--- config.mk ---
export PLATFORM = sky130hd
export DESIGN_NAME = frag_scan_iterator
export DESIGN_NICKNAME = d
export VERILOG_FILES = /design/src/rtl/frag_scan_iterator.sv
export SDC_FILE = /design/constraint.sdc
export NUM_CORES = 1
export LEC_CHECK = 0
export ABC_AREA = 1
export BUFFER_PORTS_ARGS = -buffer_cell sky130_fd_sc_hd__buf_2
export CORE_MARGIN = 2
export CORE_UTILIZATION = 45
export CTS_BUF_LIST = sky130_fd_sc_hd__clkbuf_8
export DETAILED_ROUTE_END_ITERATION = 8
export GPL_TIMING_DRIVEN = 0
export MAX_ROUTING_LAYER = met4
export PLACE_DENSITY_LB_ADDON = 0.12
export SLEW_MARGIN = 20
export SYNTH_ARGS = -nofsm -noshare
export SYNTH_HDL_FRONTEND = slang
export SYNTH_SLANG_ARGS = --single-unit
--- constraint.sdc ---
create_clock -name clk -period 7.2 [get_ports clk]
set_clock_uncertainty 0.05 [all_clocks]
set_input_delay 1.44 -clock clk [delete_from_list [all_inputs] [get_ports clk]]
set_output_delay 1.44 -clock clk [all_outputs]
set_load 0.02 [all_outputs]
--- src/rtl/frag_scan_iterator.sv ---
// frag_scan_iterator: walks a screen-clipped bounding box emitting LANES adjacent fragments per beat.
// Define FRAG_SERPENTINE_EN for serpentine row order; the default build scans in raster order.
module frag_scan_iterator #(
  parameter int COORD_W  = 10,
  parameter int SCREEN_W = 640,
  parameter int SCREEN_H = 480,
  parameter int LANES    = 4
) (
  input  logic               clk,
  input  logic               rst,
  input  logic               nd,
  output logic               us_rfd,
  input  logic [COORD_W-1:0] min_x,
  input  logic [COORD_W-1:0] max_x,
  input  logic [COORD_W-1:0] min_y,
  input  logic [COORD_W-1:0] max_y,
  input  logic               ds_rfd,
  output logic               rdy,
  output logic [COORD_W-1:0] frag_x,
  output logic [COORD_W-1:0] frag_y,
  output logic [LANES-1:0]   lane_mask,
  output logic               last,
  output logic               box_done
);
  localparam logic [COORD_W-1:0] XM = COORD_W'(SCREEN_W - 1);
  localparam logic [COORD_W-1:0] YM = COORD_W'(SCREEN_H - 1);
  localparam logic [COORD_W-1:0] STEP = COORD_W'(LANES);
  typedef enum logic [1:0] {IDLE, SCAN, DONE} state_t;
  state_t state_q, state_d;
  logic live_q;
  logic [COORD_W-1:0] x_q, x_d, y_q, y_d;
  logic [COORD_W-1:0] min_x_q, min_x_d, max_x_q, max_x_d, min_y_q, min_y_d, max_y_q, max_y_d;
  logic [COORD_W-1:0] cmx, cmy;
  logic accept, xfer, row_end;
`ifdef FRAG_SERPENTINE_EN
  logic [COORD_W-1:0] xr_q, xr_d, span;
  logic odd_q, odd_d;
`endif
  assign rdy      = state_q == SCAN;
  assign us_rfd   = (state_q == IDLE) & live_q;
  assign box_done = state_q == DONE;
  assign frag_x   = x_q;
  assign frag_y   = y_q;
  always_comb begin
    cmx    = max_x > XM ? XM : max_x;
    cmy    = max_y > YM ? YM : max_y;
    accept = nd & us_rfd;
    xfer   = rdy & ds_rfd;
    for (int i = 0; i < LANES; i++)
      lane_mask[i] = rdy & (({1'b0, x_q} + (COORD_W+1)'(i)) <= {1'b0, max_x_q});
`ifdef FRAG_SERPENTINE_EN
    span    = cmx - min_x;
    row_end = odd_q ? (x_q == min_x_q) : (x_q == xr_q);
`else
    row_end = ({1'b0, x_q} + (COORD_W+1)'(LANES)) > {1'b0, max_x_q};
`endif
    last = rdy & row_end & (y_q == max_y_q);
  end
  always_comb begin
    state_d = state_q;
    x_d = x_q;
    y_d = y_q;
    min_x_d = min_x_q;
    max_x_d = max_x_q;
    min_y_d = min_y_q;
    max_y_d = max_y_q;
`ifdef FRAG_SERPENTINE_EN
    xr_d  = xr_q;
    odd_d = odd_q;
`endif
    if (accept) begin
      min_x_d = min_x;
      max_x_d = cmx;
      min_y_d = min_y;
      max_y_d = cmy;
      x_d = min_x;
      y_d = min_y;
      state_d = (min_x > cmx || min_y > cmy) ? DONE : SCAN;
`ifdef FRAG_SERPENTINE_EN
      // Start of odd rows: the last whole-group origin, (G-1)*LANES past min_x
      xr_d  = min_x + ((span >> $clog2(LANES)) << $clog2(LANES));
      odd_d = 1'b0;
`endif
    end else if (state_q == DONE) begin
      state_d = IDLE;
    end else if (xfer) begin
      if (last) begin
        state_d = DONE;
      end else if (row_end) begin
        y_d = y_q + 1'b1;
`ifdef FRAG_SERPENTINE_EN
        x_d   = odd_q ? min_x_q : xr_q;
        odd_d = ~odd_q;
`else
        x_d = min_x_q;
`endif
      end else begin
`ifdef FRAG_SERPENTINE_EN
        x_d = odd_q ? x_q - STEP : x_q + STEP;
`else
        x_d = x_q + STEP;
`endif
      end
    end
  end
  always_ff @(posedge clk or negedge rst) begin
    if (!rst) begin
      state_q <= IDLE;
      live_q  <= 1'b0;
      x_q     <= '0;
      y_q     <= '0;
      min_x_q <= '0;
      max_x_q <= '0;
      min_y_q <= '0;
      max_y_q <= '0;
`ifdef FRAG_SERPENTINE_EN
      xr_q  <= '0;
      odd_q <= 1'b0;
`endif
    end else begin
      state_q <= state_d;
      live_q  <= 1'b1;
      x_q     <= x_d;
      y_q     <= y_d;
      min_x_q <= min_x_d;
      max_x_q <= max_x_d;
      min_y_q <= min_y_d;
      max_y_q <= max_y_d;
`ifdef FRAG_SERPENTINE_EN
      xr_q  <= xr_d;
      odd_q <= odd_d;
`endif
    end
  end
endmodule
==> summary.txt, run 1 <==
Cell count after synthesis - 730
Clock Latency Late Sink - 330 ps
Path type of the worst setup path - reg2out
Sequential Area - 1330 sq um
Routed wire length per instance - 15.4 microns
Ranking of synthesized cells by area - dfrtp_1, ha_1, nand2_1, inv_1, nand3_1
Slowest CP cell - dfrtp_1
Layout area overhead - 12.2%
CTS Buffer Depth - 2
CTS Buf Count - 5
Most frequent CP cell - nand2_1
VDD IR max - 0.240 mV
Post-synth top area share - 0.260
Largest delay share family, worst path - simple AND/OR/NAND/NOR gates
Max Clock Freq - 205 MHz
Max-Cap Viols - 0
Final hold vios - 0
IO buf count - 71
Die area - 12200 sq um
Worst hold path type - reg2reg
DR vias - 5101
CTS tree - built
Rows - 38
Drt initial violations - 313
Simple-gate area share of the yosys netlist - 0.321
Num Clock Sinks - 53
Via density - 5.37
Yosys reg bits - 53
# diodes - 0
DR pass1 iterations - 5
Global-route wire length before repair - 24100 microns
Place WS - 2700 ps
Root Driver - clkbuf_8
Ports - 72
Area taken by multi-input logic gates - 3330 sq um
DR DRC count - 0
Largest net degree at the start of global routing - 54
Most frequent cell after synthesis - nand2_1
Post-synth EDFFs - 0
Fin crit share - 0.679
Post-synthesis mux area share - 0
R2r startpoint - frag_x[2]
Slew HR - 0.537
Post_cts resized - 0
Layout cells sized above 1 - 0.147
Setup Fix Bufs, Post-CTS - 0
Setup TNS - 0 ps
Total power - 2.63 mW
Worst Path Arrival - 3400 ps
Slew Limit Fails - 0
Netlist cell types - 43
Final WS setup - 2310 ps
XOR/XNOR share of the synthesized area - 0.0429
Crit-path max FO - 10
Clk pin slew, worst setup/hold paths - 110 ps
CP cell instances - ha_1 -> nand2_4 -> nor2_4 -> xor2_1 -> ha_1 -> nand2_1 -> nor2_1 -> nand2_1 -> nand2_1 -> nand2_2 -> nand2_2 -> buf_6 -> nand2_8 -> buf_6 -> nor4_2 -> buf_2
Netlist area before placement - 5110 sq um
Post-synth ARST share - 1.00
Overflow after GRT - 0
Commonest cells post-synth - nand2_1, inv_1, ha_1
Seq/Total Area, Yosys - 0.260
GP Congestion - 0.952
Post-synthesis compound-gate area fraction - 0.110
Fillers - 1103
Critical Path Source Type - flop
Htree depth - 2
Avg Inst Size Synth - 7.00 sq um
Stages on worst setup path - 16
# setup viols final - 0
Worst Path Buf+Inv - 3
Minimum clock period - 4890 ps
Leak Pwr - 3.18 nW
Routed WL - 14600 microns
Vias in the first global route - 4882
Total track usage - 0.249
Yosys warns - 0
RSZ-0062 raised after global routing - false
Status - finished, final reports clean
Crit-path max cell delay - 620 ps
Biggest area consumer among synthesized cells - dfrtp_1
Post-DP HPWL - 11900 microns
Core box area - 11000 sq um
Final layout net count - 925
Top FF cell, synth - dfrtp_1
Hold Path Origin - min_x_q[1]
Largest family of logic cells by synthesized area - simple AND/OR/NAND/NOR gates
Worst setup EP type - output port
FF-to-FF path depth - 17
Tightest Pin Transition - 695 ps
PwrDens - 459 nW/um^2
Critical path launch point - frag_x[2]
Post-DRT Antenna Nets - 0
Die width - 111 microns
Hold path depth - 2
Initial Util - 0.465
Adder-cell share of the synthesized area - 0.176
CP Data Required Time - 5710 ps
Initial antenna violation count - 0
Die Y - 111 microns
Cts hold-fix bufs - 0
[per-layer routing]
layer	vias up	share of wire	track usage
li1	2557	-	-
met1	2358	0.48	0.354
met2	167	0.45	0.381
met3	19	0.057	0.0291
met4	0	0.014	0.0592
met5	-	0	-
[logic make-up (layout without fill, tap and decap cells)]
| logic type | count (synthesis) | after routing |
|---|---|---|
| buf+inv | 109 | 188 |
| simple gates | 368 | 368 |
| other cells | 1 | 2 |
| xor+xnor | 25 | 25 |
| flops | 53 | 53 |
| fa+ha+maj | 72 | 72 |
| compound gates | 102 | 102 |
[state kept, by name, summed over array words and instances (netlist names)]
name,flops
frag_x,10
frag_y,10
max_x_q,10
max_y_q,10
min_x_q,10
state_q,2
live_q,1
[worst min-delay path, stage by stage, from the launching register on]
cell and delay [ps]:
dfrtp_1 330, nand2_1 60, nand2_1 60
[final cells by class]
type / count / share of cell area
Sequential cell: 53 / 0.231
Multi-Input combinational cell: 569 / 0.580
Inverter: 88 / 0.0580
Clock inverter: 3 / 0.00327
Clock buffer: 5 / 0.0120
Timing Repair Buffer: 71 / 0.0624
Tap cell: 140 / 0.0305
Buffer: 21 / 0.0223
[layout by cell type, fill, tap and decap left out, types with 3 or more instances in the layout]
cell type,n
nand2_1,202
inv_1,83
buf_2,76
ha_1,72
nor2_1,60
nand3_1,56
dfrtp_1,53
o21ai_0,46
a21oi_1,35
xor2_1,20
nand4_1,18
clkbuf_1,6
nand2_2,5
xnor2_1,5
a211oi_1,5
o211ai_1,5
nor3_1,5
clkbuf_8,5
or2_2,4
inv_2,4
buf_4,4
nand2_4,4
buf_6,4
nand3_2,3
a21boi_0,3
o21bai_1,3
[per-stage QoR]
step	utilization	cell area, sq um	hold WS, ps	instances
3_5_place_dp	0.514	5650	415	942
4_1_cts	0.522	5730	438	950
5_1_grt	0.522	5730	465	950
6_report	0.522	5730	436	950
3_3_place_gp	0.514	5640	404	942
2_1_floorplan	-	5110	386	731
[where the power goes]
part           switching [mW]  total [mW]  internal, mW
sequential              0.157       0.586         0.429
clock                   0.108       0.175        0.0675
combinational            1.18        1.87         0.689
[worst paths after layout]
kind | to | slack (ps)
max in group asynchronous | frag_x[8] | 5530
min in group asynchronous | max_x_q[3] | 1090
worst max register to register | frag_x[0] | 3940
worst min-delay path | min_x_q[1] | 440
worst min register to register | min_x_q[1] | 440
worst max-delay path | last | 2310
Power figures use the tool's default switching activity.
==> inputs of run 2 (changes only) <==
==> constraint.sdc (replaced) <==
create_clock -name clk -period 4.2 [get_ports clk]
set_clock_uncertainty 0.05 [all_clocks]
set_input_delay 0.84 -clock clk [delete_from_list [all_inputs] [get_ports clk]]
set_output_delay 0.84 -clock clk [all_outputs]
set_load 0.02 [all_outputs]
==> run 2 against run 1 <==
Against the previous run: non-clock buffer count is 5 higher; register-to-register slack worse by 2700 ps; wire length is 0.90% higher; highest routed layer unchanged; critical path type unchanged.
==> summary.txt, run 2 (synthesis gave the netlist of run 1 again) <==
CTS Buffer Depth - 2
Root Driver - clkbuf_8
Post-DP HPWL - 11900 microns
CP cell instances - ha_1 -> nand2_4 -> nor2_4 -> nand2_1 -> xor2_2 -> ha_1 -> nand2_1 -> inv_1 -> nand2_2 -> nor2_1 -> nand2_2 -> nand2_2 -> buf_6 -> nand2_8 -> buf_6 -> nor4_2 -> buf_2
Leak Pwr - 3.21 nW
Overflow after GRT - 0
RSZ-0062 raised after global routing - false
DR DRC count - 0
Post-DRT Antenna Nets - 0
Htree depth - 2
Slew Limit Fails - 0
VDD IR max - 0.434 mV
Die area - 12200 sq um
Hold Path Origin - min_x_q[1]
Drt initial violations - 375
Worst reg2reg path endpoint - frag_x[0]
Commonest non-fill, non-tap cell in the layout - nand2_1
Placed cell areas - 5650 sq um
Slowest CP cell - dfrtp_2
Final hold vios - 0
Via density - 5.34
Max Clock Freq - 248 MHz
Routed wire length per instance - 15.4 microns
Hold path depth - 2
Slew HR - 0.536
Layout area overhead - 13.5%
Initial antenna violation count - 0
CP Data Required Time - 3310 ps
GP Congestion - 0.952
FF-to-FF path depth - 17
Fillers - 1102
R2R setup slack - 1250 ps
Place WS - 300 ps
Vias in the first global route - 4882
Layout cells sized above 1 - 0.162
Status - finished, final reports clean
Rows - 38
Path type of the worst setup path - reg2out
Clock Latency Late Sink - 320 ps
Minimum clock period - 4030 ps
Setup TNS - 0 ps
Initial Util - 0.465
Post-route cell area - 5800 sq um
CTS tree - built
# setup viols final - 0
IO buf count - 71
Routed WL - 14700 microns
PwrDens - 787 nW/um^2
Post-layout util - 0.528
Most frequent CP cell - nand2_2
R2r startpoint - frag_x[2]
Fin crit share - 0.960
CTS Buf Count - 5
Die width - 111 microns
Cts hold-fix bufs - 0
Critical Path Source Type - flop
Clk pin slew, worst setup/hold paths - 100 ps
Die Y - 111 microns
# diodes - 0
Max-Cap Viols - 0
Num Clock Sinks - 53
Crit-path max FO - 10
Core box area - 11000 sq um
Most frequent cells in the layout - nand2_1, inv_1, buf_2
Global-route wire length before repair - 24100 microns
DR pass1 iterations - 5
Total track usage - 0.249
Final layout net count - 930
Worst setup EP type - output port
Final WS setup - 168 ps
Largest net degree at the start of global routing - 54
Hold Path End - min_x_q[1]
Ports - 72
Crit-path max cell delay - 450 ps
Tightest Pin Transition - 697 ps
Worst hold path type - reg2reg
DR vias - 5099
Worst Path Arrival - 3140 ps
-- run 2: changes by cell type in the layout (fill, tap and decap cells not counted), sizes merged --
cell,change
buf,+5
-- run 2: layout make-up --
type                            count  area, sq um  share of cell area
Timing Repair Buffer               76          395              0.0682
Multi-Input combinational cell    569         3350               0.577
Clock inverter                      3         18.8             0.00324
Tap cell                          140          175              0.0302
Clock buffer                        5         68.8              0.0119
Buffer                             21          129              0.0222
Sequential cell                    53         1330               0.229
Inverter                           88          334              0.0576
-- run 2: worst max-delay path by stage --
stage              start   end  slack, ps  cells after the start
2_1_floorplan  frag_x[2]  last        550                     16
4_1_cts        frag_x[2]  last         50                     16
6_report       frag_x[2]  last        170                     17
3_3_place_gp   frag_x[2]  last        310                     16
5_1_grt        frag_x[2]  last        0.3                     17
3_5_place_dp   frag_x[2]  last        300                     16
-- run 2: metal layers --
metal | share of wire | GRT usage
met2 | 0.45 | 0.381
met3 | 0.061 | 0.0291
met5 | 0 | -
met1 | 0.48 | 0.354
met4 | 0.013 | 0.0592
-- run 2: worst max-delay path, delay by kind of cell, from the launching register on --
kind,cells,cell delay (ps)
XOR/XNOR,1,190
adder cells (fa/ha/maj),2,520
buffers and inverters,4,590
flip-flops,1,450
AND/OR/NAND/NOR,10,1040
-- run 2: stage by stage --
stage | power, mW | hold WS (ps) | cells
floorplan | 3.30 | 386 | 731
global placement | 4.10 | 404 | 942
detailed placement | 4.18 | 415 | 942
CTS | 4.50 | 438 | 950
global route | 5.05 | 465 | 955
finish | 4.56 | 435 | 955
-- run 2: power breakdown --
group,internal [mW],switching (mW)
Clock,0.116,0.182
Sequential,0.738,0.267
Combinational,1.21,2.05
-- run 2: what timing repair did --
action,in CTS,in global routing
endpoints found under the setup margin,2,4
resized for setup,2,7
endpoints found under the hold margin,0,0
buffers inserted,0,5
pin swaps,0,1
